### config.mk
export PLATFORM = sky130hd
export DESIGN_NAME = param_counter
export DESIGN_NICKNAME = d
export VERILOG_FILES = /design/src/rtl/param_counter.sv
export SDC_FILE = /design/constraint.sdc
export NUM_CORES = 1
export LEC_CHECK = 0
export ABC_AREA = 1
export BUFFER_PORTS_ARGS = -buffer_cell sky130_fd_sc_hd__buf_2
export CORE_AREA = 4 4 41 43
export DETAILED_ROUTE_END_ITERATION = 6
export DIE_AREA = 0 0 45 47
export PLACE_DENSITY = 0.64
export SLEW_MARGIN = 25
export SYNTH_ARGS = -nofsm -noshare
export SYNTH_HDL_FRONTEND = slang
export SYNTH_SLANG_ARGS = --single-unit
export TNS_END_PERCENT = 1
### constraint.sdc
create_clock -name clk -period 3 [get_ports clk]
set_clock_uncertainty 0.05 [all_clocks]
set_input_delay 0.9 -clock clk [delete_from_list [all_inputs] [get_ports clk]]
set_output_delay 0.9 -clock clk [all_outputs]
set_load 0.005 [all_outputs]
### src/rtl/param_counter.sv
`default_nettype none
`timescale 1ns/1ps
// ============================================================================
//  Module   : param_counter
//  Function : Parameterised up/down counter with parallel load, terminal-count
//             flag, wrap pulse and optional saturation at the count limits.
//  Revision : 1.0  initial release
// ============================================================================
module param_counter #(
   parameter int unsigned           WIDTH    = 4,
   parameter logic [WIDTH-1:0]      MAX_VAL  = {WIDTH{1'b1}},
   parameter bit                    SATURATE = 1'b0
) (
   input  logic             clk,
   input  logic             rst,
   input  logic             en,
   input  logic             up_dn,
   input  logic             load,
   input  logic [WIDTH-1:0] load_val,
   output logic [WIDTH-1:0] count,
   output logic             tc,
   output logic             wrap,
   output logic             sat
);

   localparam logic [WIDTH-1:0] c_zero = {WIDTH{1'b0}};
   localparam logic [WIDTH-1:0] c_one  = {{(WIDTH-1){1'b0}}, 1'b1};

   logic [WIDTH-1:0] count_q, count_d;
   logic             wrap_q,  wrap_d;
   logic             sat_q,   sat_d;

   logic             w_at_max;
   logic             w_at_min;
   logic [WIDTH-1:0] w_load_clamped;

   // Limit detection; >= keeps the upper test safe even if the count were ever corrupted.
   assign w_at_max       = (count_q >= MAX_VAL);
   assign w_at_min       = (count_q == c_zero);
   assign w_load_clamped = (load_val > MAX_VAL) ? MAX_VAL : load_val;

   // Next-state selection: load beats enable, enable beats hold; flags default low.
   always_comb begin
      count_d = count_q;
      wrap_d  = 1'b0;
      sat_d   = 1'b0;
      if (load) begin
         count_d = w_load_clamped;
      end else if (en) begin
         if (up_dn) begin
            if (w_at_max) begin
               if (SATURATE) begin
                  sat_d = 1'b1;
               end else begin
                  count_d = c_zero;
                  wrap_d  = 1'b1;
               end
            end else begin
               count_d = count_q + c_one;
            end
         end else begin
            if (w_at_min) begin
               if (SATURATE) begin
                  sat_d = 1'b1;
               end else begin
                  count_d = MAX_VAL;
                  wrap_d  = 1'b1;
               end
            end else begin
               count_d = count_q - c_one;
            end
         end
      end
   end

   // State register with synchronous active-low reset overriding load and enable.
   always_ff @(posedge clk) begin
      if (!rst) begin
         count_q <= c_zero;
         wrap_q  <= 1'b0;
         sat_q   <= 1'b0;
      end else begin
         count_q <= count_d;
         wrap_q  <= wrap_d;
         sat_q   <= sat_d;
      end
   end

   assign count = count_q;
   assign wrap  = wrap_q;
   assign sat   = sat_q;
   // Terminal count follows the live direction input, independent of enable.
   assign tc    = (up_dn && w_at_max) || (!up_dn && w_at_min);

endmodule
`default_nettype wire

# After elaboration in Yosys (flattened, before gate mapping)
# Index checks and enable logic that the tools add are counted.
op_classes:
  n_addsub: 2
  magnitude_cmp: 2
  mux: 9
  bitwise: 2
  n_reduce_logical: 7
ops:
  columns: ["op", "n"]
  rows:
  - ["two-way mux 4 bit", 6]
  - ["adder 4 x 1 -> 4 bit (second input constant)", 1]
  - [">= comparator 4 bit (second input constant)", 1]
  - ["greater-than comparator 4 bit (second input constant)", 1]
  - ["logical NOT 4 bit", 1]
  - ["subtractor 4 x 1 -> 4 bit (second input constant)", 1]
  - ["two-way mux 1 bit", 3]
  - ["OR reduction 3 bit", 1]
  - ["logical AND 1 bit", 2]
  - ["NOT 1 bit", 2]
  - ["nonzero test 2 bit", 1]
  - ["logical NOT 1 bit", 1]
  - ["logical OR 1 bit", 1]
word_totals:
  ff_bits: 5
  output_inout_bits: 7
  elab_cells: 24

# Logic depth before layout (Yosys ltp)
# Gate-level depths: netlist of the first run.
logic_depth:
  word_depth: 5
  depth_mapped: 8
  depth_no_buf: 8

# Worst setup path before layout of the first run
# Ideal clock, no wire load.
synth_path:
  kind: "in2out"
  startpoint: "input up_dn"
  endpoint: "output tc"
  setup_slack_ns: 0.817
  stages: 4
  required_ns: 2.050
  t_arrival_ns: 1.233
  cell_sequence: "inv_1 -> nor2_1 -> a21oi_1 -> inv_1"
synth_between:
  elab_chain_len: 3
  word_cells_on_any_way: 4
synth_lines:
  columns: ["item", "line", "source"]
  rows:
  - ["start, declared", "17", "input logic up_dn,"]
  - ["logical NOT 1 bit", "93", "assign tc = (up_dn && w_at_max) || (!up_dn && w_at_min);"]
  - ["logical AND 1 bit", "93", null]
  - ["logical OR 1 bit (*)", "93", null]
  - ["end, declared", "21", "output logic tc,"]
# Mark *: on every way between the ends. The rest lies on a longest branch, timed or not.

# Worst setup path after layout of the first run
layout_path:
  startpoint: "register count_q[0], in the netlist count[0]"
  endpoint: "output tc"
layout_between:
  elab_chain_len: 3
  word_cells_on_any_way: 5
layout_lines:
  columns: ["item", "line", "source"]
  rows:
  - ["start, declared", "29", "logic [WIDTH-1:0] count_q, count_d;"]
  - ["start signal, assigned", "79", "count_q <= c_zero;"]
  - ["start signal, assigned", "83", "count_q <= count_d;"]
  - [">= comparator 4 bit / logical NOT 4 bit (equally long branches)", "38, 39", null]
  - ["logical AND 1 bit", "93", null]
  - ["logical OR 1 bit (*)", "93", null]
# Marks and branches as above.

==> flow_metrics.tcl, run 1 <==
set metrics [dict create \
    stdcell_count 92 \
    synthCells 62 \
    setup_total_negative_slack_ns 0 \
    setup_viol_count_final 0 \
    clkSlewWorstSetupHoldPaths_ns 0.05 \
    final.period_utilization_pct 84.0 \
    layout_min_cycle_time_ns 2.52 \
    synth_sequential_area_ratio_pct 23.9 \
    top_level_ports 16 \
    grt_use_total_pct 9.72 \
    number_of_gates_resized_after_cts 0 \
    place.detailed.hpwl_microns 717 \
    cp.arrival_ns 1.57 \
    drtPass1Iterations 5 \
    post_drt_via_cell_ratio 4.55 \
    global_route_wire_length_before_repair_microns 1460 \
    multi_input_comb_area_sq_um 258 \
    ctsHtreeMaxLevel 1 \
    fin_total_pwr_mw 0.216 \
    ctsRootBufferMaster "sky130_fd_sc_hd__clkbuf_4" \
    maxClockFrequency_ghz 0.397 \
    grt_antenna_before_repair 0 \
    ir_drop_mv 0.233 \
    netlist-cell-type-count 23 \
    finalWeightedCongestion 0.780 \
    final-max-slew-violation-count 0 \
    cts_made_buffers 3 \
    static_leakage_nw 0.263 \
    max-clock-path-buffers 2 \
    cts.sinks 5 \
    area_of_placed_instances_sq_um 484 \
    io_buffer_count 14 \
    power_density_nw_per_um2 423 \
    hold_path_class "flip-flop to flip-flop" \
    vias_in_the_first_global_route 357 \
    wire_per_inst_microns 10.0 \
    initial_core_utilization_pct 32.2 \
    cts.hold.buffers_added 0 \
    yosys_warnings 0 \
    placed_instance_count 88 \
    synthesis.area_per_instance_sq_um 6.76 \
    initialDrtViolationCount 13 \
    final-seq-area_sq_um 100 \
    ys_seq_elements 5 \
    rsz0062_at_grt "false" \
    start_kind "flip-flop" \
    final_report_hold_violation_count 0 \
    flow.area_growth_from_synthesis_pct 21.8 \
    n_antenna_cell 0 \
    detail_route.drc_violations 0 \
    design.die.area_sq_um 2120 \
    final_util_pct 39.2 \
    grt.overflow.total 0 \
    cp.required_ns 2.05 \
    finalWirelength_microns 920 \
    layout.cell_area.non_filler_sq_um 510 \
    setup.worst_path.end_class "primary output" \
    cell_area_after_synthesis_sq_um 419 \
    grt_max_degree 9 \
    vias 419 \
    nets_finish 89 \
    syn-num-nets 73 \
    tritoncts "done" \
    die_w_microns 45 \
    cts_post_setup_buffers_inserted 0 \
    die_y_microns 47 \
    run_status "complete, no violations" \
    drv.max_cap_violation_count 0 \
    final_antenna_net_count 0 \
    row_count 13 \
    post_route_cells_drive_above_1_share_pct 33.8 \
    core_area_sq_um 1300 \
    critPathKind "flip-flop to primary output" \
    num-fill-cells 140 \
    clock_network_latency_to_the_later_pin_of_the_worst_skew_pair_ns 0.24 \
    worst-path-max-fanout 7 \
]
[final cells by class]
class | instances | area share [%]
clock buffer | 4 | 5.15
sequential | 5 | 19.6
timing repair buffer | 14 | 13.7
tap | 15 | 3.68
inverter | 10 | 7.35
multi-input combinational | 44 | 50.5
[layout by cell type, fill, tap and decap left out]
| master | synthesis | layout |
|---|---|---|
| sky130_fd_sc_hd__nand3_1 | 4 | 4 |
| sky130_fd_sc_hd__inv_1 | 9 | 9 |
| sky130_fd_sc_hd__a22oi_1 | 2 | 2 |
| sky130_fd_sc_hd__nor2_2 | 3 | 3 |
| sky130_fd_sc_hd__a21oi_1 | 5 | 5 |
| sky130_fd_sc_hd__nor4_2 | 1 | 1 |
| sky130_fd_sc_hd__nand2_1 | 15 | 15 |
| sky130_fd_sc_hd__dfxtp_1 | 5 | 5 |
| sky130_fd_sc_hd__nand4_1 | 1 | 1 |
| sky130_fd_sc_hd__a21oi_2 | 2 | 2 |
| sky130_fd_sc_hd__inv_2 | 1 | 1 |
| sky130_fd_sc_hd__nor2_4 | 1 | 1 |
| sky130_fd_sc_hd__nand3_2 | 1 | 1 |
| sky130_fd_sc_hd__ha_1 | 2 | 2 |
| sky130_fd_sc_hd__nor2_1 | 2 | 2 |
| sky130_fd_sc_hd__a31oi_1 | 1 | 1 |
| sky130_fd_sc_hd__clkbuf_1 | 0 | 1 |
| sky130_fd_sc_hd__xor2_1 | 1 | 1 |
| sky130_fd_sc_hd__buf_2 | 1 | 14 |
| sky130_fd_sc_hd__o21ai_1 | 1 | 1 |
| sky130_fd_sc_hd__clkbuf_4 | 0 | 3 |
| sky130_fd_sc_hd__conb_1 | 1 | 1 |
| sky130_fd_sc_hd__xnor2_1 | 1 | 1 |
[synth_stat cells, drive strengths merged]
cell type / n / area (sq um)
nand2: 15 / 56.3
inv: 10 / 37.5
a21oi: 7 / 42.5
nor2: 6 / 37.5
dfxtp: 5 / 100
nand3: 5 / 30.0
buf: 3 / 23.8
a22oi: 2 / 15.0
ha: 2 / 25.0
a31oi: 1 / 6.26
conb: 1 / 3.75
nand4: 1 / 6.26
nor4: 1 / 12.5
o21ai: 1 / 5.00
xnor2: 1 / 8.76
xor2: 1 / 8.76
[flip-flops by register name (all words and copies together), names as in the netlist]
| name | cells |
|---|---|
| count | 4 |
| wrap | 1 |
[layer usage]
layer  vias up  track usage, %  share of wire [%]
met4         0            3.51               0.54
met3         2            6.13                7.3
li1        224               -                  -
met2        11            13.8                 48
met5         -               0                  0
met1       182            11.8                 44
[critical path, stage by stage (launching register included)]
cell and delay (ns):
sky130_fd_sc_hd__dfxtp_1 0.46, sky130_fd_sc_hd__inv_1 0.13, sky130_fd_sc_hd__ha_1 0.21, sky130_fd_sc_hd__inv_1 0.07, sky130_fd_sc_hd__nor2_1 0.06, sky130_fd_sc_hd__a21oi_1 0.22, sky130_fd_sc_hd__inv_1 0.05, sky130_fd_sc_hd__buf_2 0.12
[path summary, 6_finish.rpt]
| kind | start | to | slack, ns | cells past startpoint |
|---|---|---|---|---|
| hold reg to reg | count[3]$_SDFFE_PN0P_ | count[3]$_SDFFE_PN0P_ | 0.53 | 2 |
| setup / recovery | count[0]$_SDFFE_PN0P_ | tc | 0.48 | 7 |
| setup reg to reg | count[0]$_SDFFE_PN0P_ | count[3]$_SDFFE_PN0P_ | 1.58 | 8 |
| hold / removal | count[3]$_SDFFE_PN0P_ | count[3]$_SDFFE_PN0P_ | 0.53 | 2 |
[cells by family after synthesis]
| group | after synthesis | synth area share [%] |
|---|---|---|
| compound gates | 11 | 16.4 |
| xor+xnor | 2 | 4.18 |
| fa+ha+maj | 2 | 5.97 |
| buf+inv | 13 | 14.6 |
| flops | 5 | 23.9 |
| other cells | 1 | 0.895 |
| simple gates | 28 | 34.0 |
[power breakdown]
part | internal (mW) | leakage (nW) | switching [mW]
registers | 0.0714 | 0.0413 | 0.0104
clock network | 0.0504 | 0.0150 | 0.0299
logic | 0.0248 | 0.207 | 0.0293
total | 0.147 | 0.263 | 0.0695
[metrics by stage]
step | worst slack [ns] | hold slack, ns
after global placement | 0.527 | 0.515
final | 0.479 | 0.526
after global routing | 0.385 | 0.582
after floorplan | 0.817 | 0.491
after detailed placement | 0.517 | 0.517
after CTS | 0.481 | 0.523
Note: power is estimated with default switching activity, not from simulation.
==> run 2: changes to the inputs <==
==> constraint.sdc (replaced) <==
create_clock -name clk -period 2.47 [get_ports clk]
set_clock_uncertainty 0.05 [all_clocks]
set_input_delay 0.741 -clock clk [delete_from_list [all_inputs] [get_ports clk]]
set_output_delay 0.741 -clock clk [all_outputs]
set_load 0.005 [all_outputs]
==> flow_metrics.tcl, run 2 (synthesis gave the netlist of run 1 again) <==
set metrics [dict create \
    run_status "complete, no violations" \
    number_of_gates_resized_after_cts 0 \
    vias 426 \
    series_of_cell_instances_along_the_critical_path "inv_1 > ha_1 > inv_1 > nor2_1 > a21oi_1 > inv_1 > buf_2" \
    grt_antenna_before_repair 0 \
    drv.max_cap_violation_count 0 \
    rsz0062_at_grt "false" \
    initialDrtViolationCount 5 \
    dp_worst_setup_slack_ns 0.306 \
    finalWirelength_microns 897 \
    cts_post_setup_buffers_inserted 0 \
    global_route_wire_length_before_repair_microns 1460 \
    flow.area_growth_from_synthesis_pct 21.8 \
    finalWeightedCongestion 0.780 \
    cts.hold.buffers_added 0 \
    layout.cell_area.non_filler_sq_um 510 \
    design.die.area_sq_um 2120 \
    die_y_microns 47 \
    place.detailed.hpwl_microns 729 \
    cp_common_cell "sky130_fd_sc_hd__inv_1" \
    top_level_ports 16 \
    drtPass1Iterations 4 \
    maxClockFrequency_ghz 0.426 \
    timing.final.ws_setup_ns 0.121 \
    grt_use_total_pct 9.57 \
    ir_drop_mv 0.321 \
    worst-path-max-fanout 7 \
    tritoncts "done" \
    cp.arrival_ns 1.56 \
    cts.sinks 5 \
    row_count 13 \
    io_buffer_count 14 \
    detail_route.drc_violations 0 \
    area_of_placed_instances_sq_um 484 \
    crit_cells 7 \
    wire_per_inst_microns 9.75 \
    core_area_sq_um 1300 \
    clock_network_latency_to_the_later_pin_of_the_worst_skew_pair_ns 0.24 \
    cp.required_ns 1.68 \
    crit_buf_inv 4 \
    crit_family "flip-flops" \
    nets_finish 89 \
    power_density_nw_per_um2 513 \
    final.period_utilization_pct 95.1 \
    setup_viol_count_final 0 \
    setup.worst_path.end_class "primary output" \
    mostFrequentLayoutCell "sky130_fd_sc_hd__nand2_1" \
    critPathKind "flip-flop to primary output" \
    final_antenna_net_count 0 \
    clkSlewWorstSetupHoldPaths_ns 0.05 \
    die_w_microns 45 \
    static_leakage_nw 0.263 \
    n_antenna_cell 0 \
    mostFrequentLayoutCells "15 x sky130_fd_sc_hd__nand2_1, 14 x sky130_fd_sc_hd__buf_2, 9 x sky130_fd_sc_hd__inv_1" \
    initial_core_utilization_pct 32.2 \
    max-clock-path-buffers 2 \
    final_report_hold_violation_count 0 \
    critPathSlowestCell "sky130_fd_sc_hd__dfxtp_1" \
    post_drt_via_cell_ratio 4.63 \
    cts_made_buffers 3 \
    start_kind "flip-flop" \
    hold_path_class "flip-flop to flip-flop" \
    r2r_worst_path_depth 8 \
    hold_path_depth 2 \
    final-max-slew-violation-count 0 \
    layout_min_cycle_time_ns 2.35 \
    setup_total_negative_slack_ns 0 \
    post_route_cells_drive_above_1_share_pct 33.8 \
    critical_path.max_stage_delay_ns 0.46 \
    largest_register_ffs 4 \
    hold_slack_ns 0.529 \
    ctsRootBufferMaster "sky130_fd_sc_hd__clkbuf_4" \
    grt_max_degree 9 \
    grt.overflow.total 0 \
    ctsHtreeMaxLevel 1 \
    vias_in_the_first_global_route 361 \
]
[run 2: cell counts in the layout (fill, tap and decap cells not counted)]
Identical to the previous run, type by type.
[run 2: path summary, 6_finish.rpt]
kind / slack [ns] / start / endpoint
hold reg to reg: 0.53 / count[3]$_SDFFE_PN0P_ / count[3]$_SDFFE_PN0P_
setup / recovery: 0.12 / count[0]$_SDFFE_PN0P_ / tc
hold / removal: 0.53 / count[3]$_SDFFE_PN0P_ / count[3]$_SDFFE_PN0P_
setup reg to reg: 1.05 / count[0]$_SDFFE_PN0P_ / count[3]$_SDFFE_PN0P_
[run 2: final cells by class]
class                           instances  area, sq um
Multi-Input combinational cell         44          258
Fill cell                             141          791
Clock buffer                            4         26.3
Timing Repair Buffer                   14         70.1
Inverter                               10         37.5
Tap cell                               15         18.8
Sequential cell                         5          100
[run 2: metrics by stage]
step | util, % | instances | total power [mW]
floorplan | - | 62 | 0.148
global placement | 37.2 | 88 | 0.166
detailed placement | 37.2 | 88 | 0.167
CTS | 39.2 | 92 | 0.266
global route | 39.2 | 92 | 0.279
finish | 39.2 | 92 | 0.262
[run 2: report_power, final]
group | switching [mW] | internal, mW | leakage [nW] | total [mW]
registers | 0.0124 | 0.0867 | 0.0413 | 0.0991
logic | 0.0351 | 0.0302 | 0.207 | 0.0652
clock network | 0.0364 | 0.0613 | 0.0150 | 0.0977
total | 0.0839 | 0.178 | 0.263 | 0.262
[run 2: metal layers]
| metal | vias up | GRT usage (%) | wire (microns) |
|---|---|---|---|
| met5 | - | 0 | 0 |
| met1 | 183 | 11.9 | 381 |
| met4 | 0 | 1.75 | 6 |
| li1 | 228 | - | - |
| met2 | 13 | 14.4 | 432 |
| met3 | 2 | 5.75 | 78 |
[run 2: tightest hold or removal path, delay by kind of cell, from the launching register on]
kind	cells	cell delay, ns
DFF	1	0.37
and+or+nand+nor	1	0.10
AOI/OAI and AO/OA	1	0.06
==> run 3: changes to the inputs <==
--- a/config.mk
+++ b/config.mk
@@ -5,12 +5,11 @@
 export SDC_FILE = /design/constraint.sdc
 export NUM_CORES = 1
 export LEC_CHECK = 0
-export ABC_AREA = 1
 export BUFFER_PORTS_ARGS = -buffer_cell sky130_fd_sc_hd__buf_2
 export CORE_AREA = 4 4 41 43
 export DETAILED_ROUTE_END_ITERATION = 6
 export DIE_AREA = 0 0 45 47
-export PLACE_DENSITY = 0.64
+export PLACE_DENSITY = 0.61
 export SLEW_MARGIN = 25
 export SYNTH_ARGS = -nofsm -noshare
 export SYNTH_HDL_FRONTEND = slang
==> flow_metrics.tcl, run 3 <==
set metrics [dict create \
    number_of_gates_resized_after_cts 0 \
    placed_instance_count 75 \
    clkSlewWorstSetupHoldPaths_ns 0.04 \
    ctsHtreeMaxLevel 1 \
    nets_finish 76 \
    cts.hold.buffers_added 0 \
    synth-edff-count 0 \
    row_count 13 \
    final_report_hold_violation_count 0 \
    netlist-cell-type-count 28 \
    ctsRootBufferMaster "sky130_fd_sc_hd__clkbuf_4" \
    finalWeightedCongestion 0.728 \
    ys_seq_elements 5 \
    dp_worst_setup_slack_ns 0.135 \
    run_status "complete, no violations" \
    n_antenna_cell 0 \
    setup.worst_path.end_class "primary output" \
    vias 389 \
    max-clock-path-buffers 2 \
    grt_use_total_pct 9.65 \
    syn-num-nets 57 \
    flow.area_growth_from_synthesis_pct 29.2 \
    critical_path.max_stage_delay_ns 0.48 \
    cts_made_buffers 3 \
    post_drt_via_cell_ratio 4.92 \
    top_level_ports 16 \
    io_buffer_count 14 \
    final.period_utilization_pct 95.2 \
    fin_total_pwr_mw 0.257 \
    layout.cell_area.non_filler_sq_um 493 \
    synth_commonest_cells "5 x sky130_fd_sc_hd__dfxtp_1, 5 x sky130_fd_sc_hd__o21ai_0, 4 x sky130_fd_sc_hd__inv_1, 4 x sky130_fd_sc_hd__nand2_1, 3 x sky130_fd_sc_hd__nor3_1" \
    mostFrequentLayoutCells "14 x sky130_fd_sc_hd__buf_2, 5 x sky130_fd_sc_hd__o21ai_0, 5 x sky130_fd_sc_hd__dfxtp_1" \
    start_kind "flip-flop" \
    cp.arrival_ns 1.56 \
    vias_in_the_first_global_route 360 \
    yosysTopAreaCell "sky130_fd_sc_hd__dfxtp_1" \
    power_density_nw_per_um2 522 \
    die_y_microns 47 \
    final_antenna_net_count 0 \
    ir_drop_mv 0.436 \
    crit_family "simple AND/OR/NAND/NOR gates" \
    grt.overflow.total 0 \
    post_route_cells_drive_above_1_share_pct 35.9 \
    finalWirelength_microns 856 \
    grt_max_degree 9 \
    area_of_placed_instances_sq_um 467 \
    place.detailed.hpwl_microns 701 \
    worst-r2r-setup-slack_ns 0.89 \
    num-fill-cells 144 \
    timing.final.ws_setup_ns 0.120 \
    cts_post_setup_buffers_inserted 0 \
    static_leakage_nw 0.234 \
    setup_viol_count_final 0 \
    yosys_warnings 0 \
    netlist_top_cells_area "sky130_fd_sc_hd__dfxtp_1 26%, sky130_fd_sc_hd__ha_1 6.6%, sky130_fd_sc_hd__o21ai_0 6.6%" \
    synthesis.area_per_instance_sq_um 8.30 \
    stdcell_count 79 \
    largest_register_ffs 4 \
    hold_slack_ns 0.657 \
    synth_sequential_area_ratio_pct 26.2 \
    grt_antenna_before_repair 0 \
    ys.flop_type "sky130_fd_sc_hd__dfxtp_1" \
    die_w_microns 45 \
    initialDrtViolationCount 7 \
    async_reset_ff_share_pct 0 \
    crit_buf_inv 2 \
    rsz0062_at_grt "false" \
    cell_area_after_synthesis_sq_um 382 \
    layout_min_cycle_time_ns 2.35 \
    tritoncts "done" \
    drtPass1Iterations 3 \
    wire_per_inst_microns 10.8 \
    synthCells 46 \
    design.die.area_sq_um 2120 \
    core_area_sq_um 1300 \
    final-max-slew-violation-count 0 \
    detail_route.drc_violations 0 \
    critPathKind "flip-flop to primary output" \
    clock_network_latency_to_the_later_pin_of_the_worst_skew_pair_ns 0.24 \
    cts.sinks 5 \
    initial_core_utilization_pct 29.3 \
    critPathSlowestCell "sky130_fd_sc_hd__or4b_4" \
    series_of_cell_instances_along_the_critical_path "inv_1 > ha_1 > or4b_4 > nand2_1 > buf_2" \
    global_route_wire_length_before_repair_microns 1420 \
    maxClockFrequency_ghz 0.425 \
    hold_path_class "flip-flop to flip-flop" \
    mostFrequentLayoutCell "sky130_fd_sc_hd__buf_2" \
    drv.max_cap_violation_count 0 \
    post-synth-top-area-fraction_pct 26.2 \
    setup_total_negative_slack_ns 0 \
    final_util_pct 37.9 \
    cp.required_ns 1.68 \
    worst-path-max-fanout 7 \
]
==> run 3: cell families (layout without fill, tap and decap cells) <==
family                     Yosys count  count (layout)  synth area share [%]
buffers and inverters                6              24                  8.85
AOI/OAI and AO/OA                   13              13                  23.6
and+or+nand+nor                     15              15                  23.6
muxes                                2               2                  5.57
xor gates and xnor gates             2               2                  4.59
DFF                                  5               5                  26.2
other                                1               1                 0.983
adders and majority gates            2               2                  6.56
==> run 3: path summary, 6_finish.rpt <==
path | cells past startpoint | start | end
worst max-delay path | 5 | count[0]$_SDFFE_PN0P_ | tc
worst min register to register | 3 | count[0]$_SDFFE_PN0P_ | count[0]$_SDFFE_PN0P_
worst min-delay path | 3 | count[0]$_SDFFE_PN0P_ | count[0]$_SDFFE_PN0P_
worst max register to register | 6 | count[0]$_SDFFE_PN0P_ | count[3]$_SDFFE_PN0P_
==> run 3: worst reg2reg max path, cell delays in order (launching register included) <==
cell                       delay [ns]
sky130_fd_sc_hd__dfxtp_1         0.36
sky130_fd_sc_hd__inv_1           0.12
sky130_fd_sc_hd__ha_1            0.16
sky130_fd_sc_hd__or4b_4          0.48
sky130_fd_sc_hd__o21ai_2         0.07
sky130_fd_sc_hd__nor3_1          0.07
sky130_fd_sc_hd__a211oi_2        0.20
==> run 3: where the power goes <==
group	switching [mW]	internal [mW]
sequential	0.00893	0.0872
clock	0.0331	0.0610
combinational	0.0320	0.0349
total	0.0740	0.183
==> run 3: layout make-up <==
cell class	instances	area, sq um	share of cell area, %
inverters	4	15.0	3.05
multi-input cells	35	248	50.3
repair buffers	16	85.1	17.3
clock buffers	4	26.3	5.33
well taps	15	18.8	3.81
flip-flops and latches	5	100	20.3
==> run 3: routing by layer <==
layer,GRT usage [%],wire length (microns)
met1,12.1,388
met2,13.6,384
met3,6.90,84
met4,1.75,0
met5,0,0
